$ cat src/rtl/ctrl_uart_tx_pkg.sv
// Shared types and ASCII constants for the control-event UART reporter.
// encode() maps a control event onto its key character, optionally uppercase.
package ctrl_uart_tx_pkg;

  typedef enum logic [2:0] {
    NOEVENT,
    LEFT,
    RIGHT,
    DOWN,
    DROP,
    HOLD,
    ROTATE,
    ROTATE_REV
  } control_type;

  typedef enum logic [1:0] {
    IDLE,
    SEND,
    WAIT_BUSY,
    WAIT_DONE
  } state_e;

  typedef enum logic [1:0] {
    CHAR,
    CR,
    LF
  } phase_e;

  localparam logic [7:0] ASCII_LEFT       = 8'h61;
  localparam logic [7:0] ASCII_RIGHT      = 8'h64;
  localparam logic [7:0] ASCII_DOWN       = 8'h77;
  localparam logic [7:0] ASCII_DROP       = 8'h73;
  localparam logic [7:0] ASCII_HOLD       = 8'h63;
  localparam logic [7:0] ASCII_ROTATE     = 8'h78;
  localparam logic [7:0] ASCII_ROTATE_REV = 8'h7A;
  localparam logic [7:0] ASCII_CR         = 8'h0D;
  localparam logic [7:0] ASCII_LF         = 8'h0A;
  localparam logic [7:0] ASCII_CASE_BIT   = 8'h20;

  function automatic logic [7:0] encode(control_type ev, logic upper);
    logic [7:0] code;
    case (ev)
      LEFT:       code = ASCII_LEFT;
      RIGHT:      code = ASCII_RIGHT;
      DOWN:       code = ASCII_DOWN;
      DROP:       code = ASCII_DROP;
      HOLD:       code = ASCII_HOLD;
      ROTATE:     code = ASCII_ROTATE;
      ROTATE_REV: code = ASCII_ROTATE_REV;
      default:    code = 8'h00;
    endcase
    if (upper) code = code & ~ASCII_CASE_BIT;
    return code;
  endfunction

endpackage

$ cat src/rtl/ctrl_uart_tx_event_fifo.sv
// Generic FIFO of DEPTH (power of two) entries of type T; head is shown combinationally.
// Push while full and pop while empty are ignored; full is judged before a same-cycle pop.
module event_fifo #(
  parameter int unsigned DEPTH = 8,
  parameter type         T     = logic [7:0]
) (
  input  logic clk_i,
  input  logic rst_ni,
  input  logic push_i,
  input  T     data_i,
  input  logic pop_i,
  output T     head_o,
  output logic full_o,
  output logic empty_o
);

  localparam int unsigned AW = (DEPTH > 1) ? $clog2(DEPTH) : 1;
  localparam int unsigned CW = AW + 1;

  T              mem_q [DEPTH];
  logic [AW-1:0] wr_ptr_q;
  logic [AW-1:0] rd_ptr_q;
  logic [CW-1:0] count_q;
  logic          do_push;
  logic          do_pop;

  assign full_o  = (count_q == CW'(DEPTH));
  assign empty_o = (count_q == '0);
  assign head_o  = mem_q[rd_ptr_q];
  assign do_push = push_i && !full_o;
  assign do_pop  = pop_i && !empty_o;

  always_ff @(posedge clk_i or negedge rst_ni) begin
    if (!rst_ni) begin
      wr_ptr_q <= '0;
      rd_ptr_q <= '0;
      count_q  <= '0;
    end else begin
      if (do_push) wr_ptr_q <= wr_ptr_q + 1'b1;
      if (do_pop)  rd_ptr_q <= rd_ptr_q + 1'b1;
      case ({do_push, do_pop})
        2'b10:   count_q <= count_q + 1'b1;
        2'b01:   count_q <= count_q - 1'b1;
        default: count_q <= count_q;
      endcase
    end
  end

  // Storage needs no reset: entries are only read once the count says they were written.
  always_ff @(posedge clk_i) begin
    if (do_push) mem_q[wr_ptr_q] <= data_i;
  end

endmodule

$ cat src/rtl/ctrl_uart_tx.sv
// Queues control events and reports each as one ASCII byte through a uart core handshake.
// Define CTRL_UART_TX_NEWLINE_EN to follow every character with CR then LF.
module ctrl_uart_tx
  import ctrl_uart_tx_pkg::*;
#(
  parameter int unsigned DEPTH = 8,
  parameter int unsigned UPPER = 0
) (
  input  logic        clk_i,
  input  logic        reset_n_i,
  input  control_type event_i,
  input  logic        event_valid_i,
  input  logic        is_transmitting_i,
  output logic        transmit_o,
  output logic [7:0]  tx_byte_o,
  output logic        full_o,
  output logic        busy_o,
  output logic        overflow_o
);

  state_e      state_q, state_d;
  phase_e      phase_q, phase_d;
  logic [7:0]  tx_byte_q, tx_byte_d;
  logic        overflow_q, overflow_d;
  logic        offered;
  logic        push;
  logic        pop;
  logic        fifo_empty;
  control_type head;

  assign offered    = event_valid_i && (event_i != NOEVENT);
  assign push       = offered && !full_o;
  assign overflow_d = overflow_q || (offered && full_o);

  event_fifo #(
    .DEPTH (DEPTH),
    .T     (control_type)
  ) u_fifo (
    .clk_i   (clk_i),
    .rst_ni  (reset_n_i),
    .push_i  (push),
    .data_i  (event_i),
    .pop_i   (pop),
    .head_o  (head),
    .full_o  (full_o),
    .empty_o (fifo_empty)
  );

  always_comb begin
    state_d   = state_q;
    phase_d   = phase_q;
    tx_byte_d = tx_byte_q;
    pop       = 1'b0;
    case (state_q)
      IDLE: begin
`ifdef CTRL_UART_TX_NEWLINE_EN
        // A pending CR/LF takes priority over the queue so the line completes first.
        if (phase_q == CR) begin
          tx_byte_d = ASCII_CR;
          state_d   = SEND;
        end else if (phase_q == LF) begin
          tx_byte_d = ASCII_LF;
          state_d   = SEND;
        end else
`endif
        if (!fifo_empty && (phase_q == CHAR)) begin
          pop       = 1'b1;
          tx_byte_d = encode(head, UPPER != 0);
          phase_d   = CHAR;
          state_d   = SEND;
        end
      end
      SEND:      state_d = WAIT_BUSY;
      WAIT_BUSY: if (is_transmitting_i) state_d = WAIT_DONE;
      WAIT_DONE: begin
        if (!is_transmitting_i) begin
          state_d = IDLE;
`ifdef CTRL_UART_TX_NEWLINE_EN
          case (phase_q)
            CHAR:    phase_d = CR;
            CR:      phase_d = LF;
            default: phase_d = CHAR;
          endcase
`endif
        end
      end
      default:   state_d = IDLE;
    endcase
  end

  always_ff @(posedge clk_i or negedge reset_n_i) begin
    if (!reset_n_i) begin
      state_q    <= IDLE;
      phase_q    <= CHAR;
      tx_byte_q  <= 8'h00;
      overflow_q <= 1'b0;
    end else begin
      state_q    <= state_d;
      phase_q    <= phase_d;
      tx_byte_q  <= tx_byte_d;
      overflow_q <= overflow_d;
    end
  end

  assign transmit_o = (state_q == SEND);
  assign tx_byte_o  = tx_byte_q;
  assign overflow_o = overflow_q;
`ifdef CTRL_UART_TX_NEWLINE_EN
  assign busy_o = (state_q != IDLE) || !fifo_empty || (phase_q != CHAR);
`else
  assign busy_o = (state_q != IDLE) || !fifo_empty;
`endif

endmodule

$ cat config.mk
export PLATFORM = sky130hd
export DESIGN_NAME = ctrl_uart_tx
export DESIGN_NICKNAME = d
export VERILOG_FILES = /design/src/rtl/ctrl_uart_tx_pkg.sv /design/src/rtl/ctrl_uart_tx_event_fifo.sv /design/src/rtl/ctrl_uart_tx.sv
export SDC_FILE = /design/constraint.sdc
export NUM_CORES = 1
export LEC_CHECK = 0
export ABC_AREA = 1
export CORE_UTILIZATION = 47
export CTS_CLUSTER_DIAMETER = 100
export DETAILED_ROUTE_END_ITERATION = 16
export DONT_BUFFER_PORTS = 1
export SLEW_MARGIN = 15
export SYNTH_ARGS = -nofsm -noshare
export SYNTH_HDL_FRONTEND = slang
export SYNTH_SLANG_ARGS = --single-unit
export TNS_END_PERCENT = 5
$ cat constraint.sdc
create_clock -name clk_i -period 2.2 [get_ports clk_i]
set_input_delay 0.22 -clock clk_i [delete_from_list [all_inputs] [get_ports clk_i]]
set_output_delay 0.22 -clock clk_i [all_outputs]
set_load 0.005 [all_outputs]
==> results.md <==
- Vertical extent of the die: 70.0 um
- Async set-reset flop share out of synthesis: 0.442
- Average footprint of a synthesized cell: 9.18 um2
- Pins Over Slew Limit: 0
- Cell internal power dissipation: 1.82 mW
- CTS H-Tree Depth: 2
- Number of input and output port buffers inserted: 0
- Critical path's largest stage delay: 0.46 ns
- Arrival @ worst endpoint: 2.21 ns
- DRC violations left: 0
- Buffers and inverters on the worst path: 1
- Portion of the clock cycle consumed by the worst path in the final layout: 0.922
- Buffer depth of the longest clock path: 2
- Final setup TNS: 0 ns
- Cell at the root of the clock tree: sky130_fd_sc_hd__clkbuf_8
- Setup crit start: u_fifo.count_q[1]
- Warning count from the yosys run: 0
- Leak Pwr: 1.13 nW
- Post-synth EDFFs: 24
- Capture instance of the worst register-to-register path: u_fifo.count_q[2]
- Final cell utilization of the core: 0.531
- Kind of cell adding the most delay to the critical path: flip-flops
- Sequential cell fraction of total power: 0.414
- Top-Level Pins: 19
- Startpoint of the most critical hold path: event_valid_i
- Worst endpoint required time: 2.38 ns
- Final std cell area, no fill: 2340 um2
- Post-synthesis register bit count: 43
- Part of the Yosys area used for sequential elements: 0.550
- DRT antenna net count: 0
- Headroom to the max-slew limit: 0.424
- Count of max-cap constraint violations: 0
- Hold Vio Cnt, Final: 0
- Horizontal extent of the die: 70.0 um
- Number of CTS-inserted buffers: 5
- Floorplan core area: 4410 um2
- Antenna violations before repair: 0
- VDD IR-drop max: 0.000649 V
- Via count of the first global-routing pass: 1,378
- R2R cell count: 10
- Reported net switching power: 1.34 mW
- Worst Tran Pin Value: 0.861 ns
- Cell with the biggest individual delay on the critical path: sky130_fd_sc_hd__dfrtp_1
- Critical path, cell by cell: nor2_2 > nand3_2 > nand2_4 > inv_2 > ha_1 > xor2_2 > ha_1 > a21oi_1 > xor2_1 > o21ai_0
- Area enclosed by the die boundary: 4910 um2
- Dpl cell area: 2200 um2
- Grt total ovfl: 0
- Number of diodes: 0
- Clock Sinks: 43
- Area growth from synthesis to final layout: 7.76%
- Post-Synthesis Cell Area: 2180 um2
- Type of the worst min-delay path: in2reg
- Maximum number of pins on one net before global-route repair: 20
- Post-route minimum period: 2.03 ns
- Switching part of the total power: 0.425
- Setup-violating endpoint count in the final report: 0
- Detailed-route vias per instance: 4.90
- Starting DRT DRC Count: 105
- End point of the critical path: u_fifo.count_q[2]
- # rows: 24
- Critical path depth: 10
- Dominant synthesized flop cell: sky130_fd_sc_hd__edfxtp_1
- Clock input transition at the sequential cells of the worst setup and hold paths: 0.08 ns
- PD cells: 1350 nW/um2
- Detail-routed net length per standard cell: 13.1 um
- GPL Wtd Cong: 0.886
- Peak Freq: 0.493 GHz
- Share of layout cells above drive strength 1: 0.0939
- Vias after detailed routing: 1,456
- Fin nets: 261
- Starting density of the core: 0.493
- Critical register-to-register path startpoint: u_fifo.count_q[1]
- Run status: finished, final reports clean
- Most prevalent standard cell on the critical path: sky130_fd_sc_hd__ha_1
- First-pass GRT wire length: 6470 um
- Global router's overall resource usage: 0.174
- Number of instances in the synthesized netlist: 237
- Final Skew: 0.00710 ns
- Post-layout power: 3.16 mW
- Endpoint class of the critical path: flip-flop
- Crit Path Category: reg2reg
- Drt first pass iters: 4
- Critical Path Source Type: flip-flop
- CTS tree: built
- Number of nets in the synthesized netlist: 254
- Internal reg-to-reg setup slack: 0.17 ns
- Dpl hpwl: 2790 um
- Number of unique standard cell types used by synthesis: 25
- Clock share of power: 0.164
- Clock network latency to the later pin of the worst-skew pair: 0.30 ns
- Combinational group share of total power: 0.422
- Post-Route WL: 3900 um
- Critical path fanouts, max: 7
-- layout by cell type (no fill, tap or decap), types with 4 or more instances in the layout --
cell type,netlist,layout
sky130_fd_sc_hd__clkbuf_8,0,6
sky130_fd_sc_hd__nor2_2,5,5
sky130_fd_sc_hd__edfxtp_1,24,24
sky130_fd_sc_hd__inv_2,4,4
sky130_fd_sc_hd__dlygate4sd3_1,0,4
sky130_fd_sc_hd__xor2_1,6,5
sky130_fd_sc_hd__dfrtp_1,19,19
sky130_fd_sc_hd__nand3_1,30,30
sky130_fd_sc_hd__nor2_1,8,8
sky130_fd_sc_hd__o21ai_0,5,5
sky130_fd_sc_hd__ha_1,10,10
sky130_fd_sc_hd__nand2_1,70,70
sky130_fd_sc_hd__inv_1,35,35
-- cell usage after synthesis, drive strengths merged, types with 3 or more instances --
library cell  number  area [um2]
o21ai              7        35.0
edfxtp            24         721
nand2             73         287
xor2               6        52.6
nand4              3        18.8
inv               39         146
ha                10         125
dfrtp             19         475
nand3             31         160
nor2              13        61.3
buf                5        45.0
-- what timing repair did --
action | in CTS | in global routing
endpoints found under the hold margin | 19 | 24
buffers inserted | 0 | 0
resized for setup | 0 | 1
endpoints found under the setup margin | 0 | 1
hold buffers | 1 | 3
-- cell families after synthesis --
family / after synthesis / share of synthesized area
AND/OR/NAND/NOR: 122 / 0.248
buffers and inverters: 44 / 0.0880
flip-flops: 43 / 0.550
adder cells (fa/ha/maj): 10 / 0.0575
AO/OA/AOI/OAI: 9 / 0.0218
XOR/XNOR: 7 / 0.0282
other: 1 / 0.00172
multiplexers: 1 / 0.00460
-- layer usage --
metal	routed length [um]	global-route usage	vias to the layer above
li1	-	-	759
met1	1950	0.236	672
met2	1780	0.266	20
met3	103	0.0476	5
met4	68	0.0667	0
met5	0	0	-
-- stage by stage --
| stage | std cells | setup slack (ns) | hold WS (ns) |
|---|---|---|---|
| 5_1_grt | 297 | -0.0347 | 0.206 |
| 2_1_floorplan | 237 | 0.222 | -0.0756 |
| 3_3_place_gp | 285 | 0.264 | -0.0745 |
| 4_1_cts | 294 | 0.166 | 0.00532 |
| 3_5_place_dp | 285 | 0.193 | -0.0744 |
| 6_report | 297 | 0.171 | 0.191 |
-- worst min-delay path: cells and delay by family --
| kind | cells | cell delay (ns) |
|---|---|---|
| AO/OA/AOI/OAI | 1 | 0.15 |
| AND/OR/NAND/NOR | 1 | 0.05 |
| buffers and inverters | 1 | 0.03 |
-- state kept, by name, indices dropped and copies added, names as in the netlist --
signal / count
tx_byte_o: 6
u_fifo.wr_ptr_q: 3
overflow_o: 1
u_fifo.rd_ptr_q: 3
u_fifo.count_q: 4
state_q: 2
u_fifo.mem_q: 24
-- layout make-up --
cell class | count | area (um2)
clock buffer | 6 | 82.6
clock inverter | 2 | 11.3
fill | 387 | 2070
inverter | 39 | 146
multi-input combinational | 150 | 796
sequential | 43 | 1200
tap | 52 | 65.1
timing repair buffer | 5 | 47.5
-- worst min-delay path by stage --
stage | to | slack (ns) | depth (start not counted)
after floorplan | overflow_o | -0.08 | 0
final | overflow_o | 0.19 | 3
after global routing | overflow_o | 0.21 | 3
after detailed placement | u_fifo.rd_ptr_q[2] | -0.07 | 0
after global placement | u_fifo.rd_ptr_q[2] | -0.07 | 0
after CTS | u_fifo.mem_q[1][2] | 0.005 | 0
-- power by group through the flow --
stage,sequential [mW],combinational [mW],clock [mW]
after floorplan,1.25,1.14,0
after global placement,1.32,1.30,0
after detailed placement,1.32,1.31,0
after CTS,1.31,1.33,0.529
after global routing,1.34,1.55,0.565
final,1.31,1.33,0.517
Power figures use the tool's default switching activity.
==> edit: new RTL, same settings <==
The 4 states of `state_e` get a one-hot encoding in 4 bits.
--- a/src/rtl/ctrl_uart_tx_pkg.sv
+++ b/src/rtl/ctrl_uart_tx_pkg.sv
@@ -15,7 +15,7 @@
 
-  typedef enum logic [1:0] {
-    IDLE,
-    SEND,
-    WAIT_BUSY,
-    WAIT_DONE
+  typedef enum logic [3:0] {
+    IDLE      = 4'b0001,
+    SEND      = 4'b0010,
+    WAIT_BUSY = 4'b0100,
+    WAIT_DONE = 4'b1000
   } state_e;
Check against the original RTL: no difference found for any inputs over 10 cycles, from zero or initial values and one cycle with reset_n_i low; not proved beyond that.
==> edit against the original RTL <==
- synthesized area rose by 3.0%
- wire length rose by 2.3%
- global-route usage rose by 0.75 points
- critical endpoint unchanged
- critical path type unchanged
- the run now ends with DRC left
- design area rose by 3.0%
- sequential cell count rose by 2
- largest power group unchanged
- sequential share of layout area rose by 0.64 points
- total power rose by 7.7%
- setup slack got worse by 37 ps
- sequential power rose by 6%
==> edit: results (changes against the original RTL) <==
[synth]
synth-edff-count = 24  ; unchanged
synth-xor-area-share = 0.02734  ; -0.0008334
synthMuxAreaShare = 0  ; -0.004600
synth_compound_area_frac = 0.02790  ; +0.006050
synth_nets = 259  ; +2.0%
synthTopCellsByArea = edfxtp_1, dfrtp_1, nand2_1
async_flop_share = 0.4667  ; +0.02481
synthAdderAreaFrac = 0.02790  ; -0.02960
synth_warnings = 0  ; unchanged
synth_cell_types = 31  ; +24%
synth-seq-area-share = 0.5564  ; +0.006620
synth_common_cells = nand2_1, inv_1, nand3_1, edfxtp_1, dfrtp_1
ys.flop_type = edfxtp_1

[route]
wl_met2_um = 1916  ; +7.7%
drt_iter0_drc = 64  ; -39%
route.detailed.drc = 1  ; +1
wl_per_cell_um = 12.96  ; -1.3%
firstDrtPassIters = 12  ; +8
wl_met1_um = 1893  ; -3.0%
highest_layer = met4
vias_per_cell = 4.906  ; about the same
wl_met3_um = 126  ; +22%

[global_route]
first_global_vias = 1441  ; +4.6%
grt_usage = 0.1812  ; +0.007451
antenna_found_initial = 0  ; unchanged
gr-total-overflow = 0  ; unchanged
grt_max_degree = 22  ; +10%
grt_pass1_wl_um = 6803  ; +5.1%

[power_and_ir_drop]
vdd_ir_drop_max_mv = 0.8285  ; +28%
p_leak_uw = 0.001163  ; +3.2%

[clocking]
path_clk_slew_ps = 80  ; about the same
cts.htree.levels = 2  ; unchanged
clock_latency_ps = 300  ; about the same
cts_root_buf = clkbuf_8
clock_path_buffers = 2  ; unchanged
cts_buffers = 5  ; unchanged

[final_layout]
largest_reg_flops = 24  ; unchanged
final_nets = 267  ; +2.3%
largest-register = u_fifo.mem_q
antennaDiodeCount = 0  ; unchanged
drive_above_1_share = 0.1133  ; +0.01940

[critical_path]
cpPeakStageDelay_ps = 530  ; +70 ps
path_max_fanout = 3  ; -4
cp_slowest_cell = dfstp_2
cp_top_family = flip-flops
critPathArrivalTime_ps = 2250  ; +40 ps

[sta]
finClkSkew_ps = 3.379  ; -3.717 ps
slew_headroom = 0.3615  ; -0.06270

[run_status]
status = finished, violations left
violations = DRC

[worst_hold_path]
worstHoldPathType = in2reg

[placement]
finalWeightedCongestion = 0.8031  ; -9.3%
pre_cts_slack_ps = 135.7  ; -57.23 ps
dp_hpwl_um = 2841  ; +1.8%
portBuffers = 0  ; unchanged

-- edit: changes by cell type after synthesis, moves of 3 or more --
cell,unedited run,this run
nor2_1,8,14
ha_1,10,5
nand2_1,70,74
nor2_2,5,2
-- edit: final timing paths --
path / startpoint / depth (start not counted) / end / slack [ps]
min reg2reg: overflow_o / 1 / overflow_o / 490
min: is_transmitting_i / 2 / state_q[3] / 90
max reg2reg: state_q[0] / 10 / u_fifo.count_q[2] / 130
min in group asynchronous: reset_n_i / 1 / u_fifo.rd_ptr_q[2] / 510
max: state_q[0] / 10 / u_fifo.count_q[2] / 130
max in group asynchronous: reset_n_i / 1 / u_fifo.wr_ptr_q[1] / 1100
-- edit: per-layer routing --
layer	track usage	vias to the layer above
li1	-	792
met1	0.2359	689
met2	0.2810	24
met3	0.05983	6
met4	0.07333	0
met5	0	-
-- edit: stage by stage --
stage	setup TNS (ps)	area, µm²	instances	utilization	hold slack [ps]
detailed placement	0	2277	296	0.5089	-74.10
floorplan	0	2242	247	-	-75.59
global route	-22.80	2415	308	0.5397	111.1
CTS	0	2370	305	0.5296	3.612
finish	0	2415	308	0.5397	91.99
global placement	0	2277	296	0.5089	-74.22
-- edit: final cells by class --
type,instances,area (µm²)
inverter,43,163.9
sequential,45,1247
tap,52,65.06
timing repair buffer,6,55.05
clock inverter,2,10.01
fill,424,2059
multi-input combinational,154,800.8
clock buffer,6,72.57
-- edit: repair_timing --
item / CTS / global route
setup buffers: 0 / 0
resized for setup: 0 / 2
hold endpoints to repair: 21 / 24
hold buffers: 1 / 3
setup endpoints to repair: 0 / 1
-- edit: cells by family (layout without fill, tap and decap cells) --
group / count (synthesis) / in the layout
AO/OA/AOI/OAI: 9 / 9
XOR/XNOR: 7 / 7
buffers and inverters: 48 / 57
other: 1 / 1
adder cells (fa/ha/maj): 5 / 5
flip-flops: 45 / 45
AND/OR/NAND/NOR: 132 / 132
-- edit: report_power, final --
part,switching [µW],internal [µW]
logic,959,558
clock network,271,220
registers,245,1150
total,1470,1930
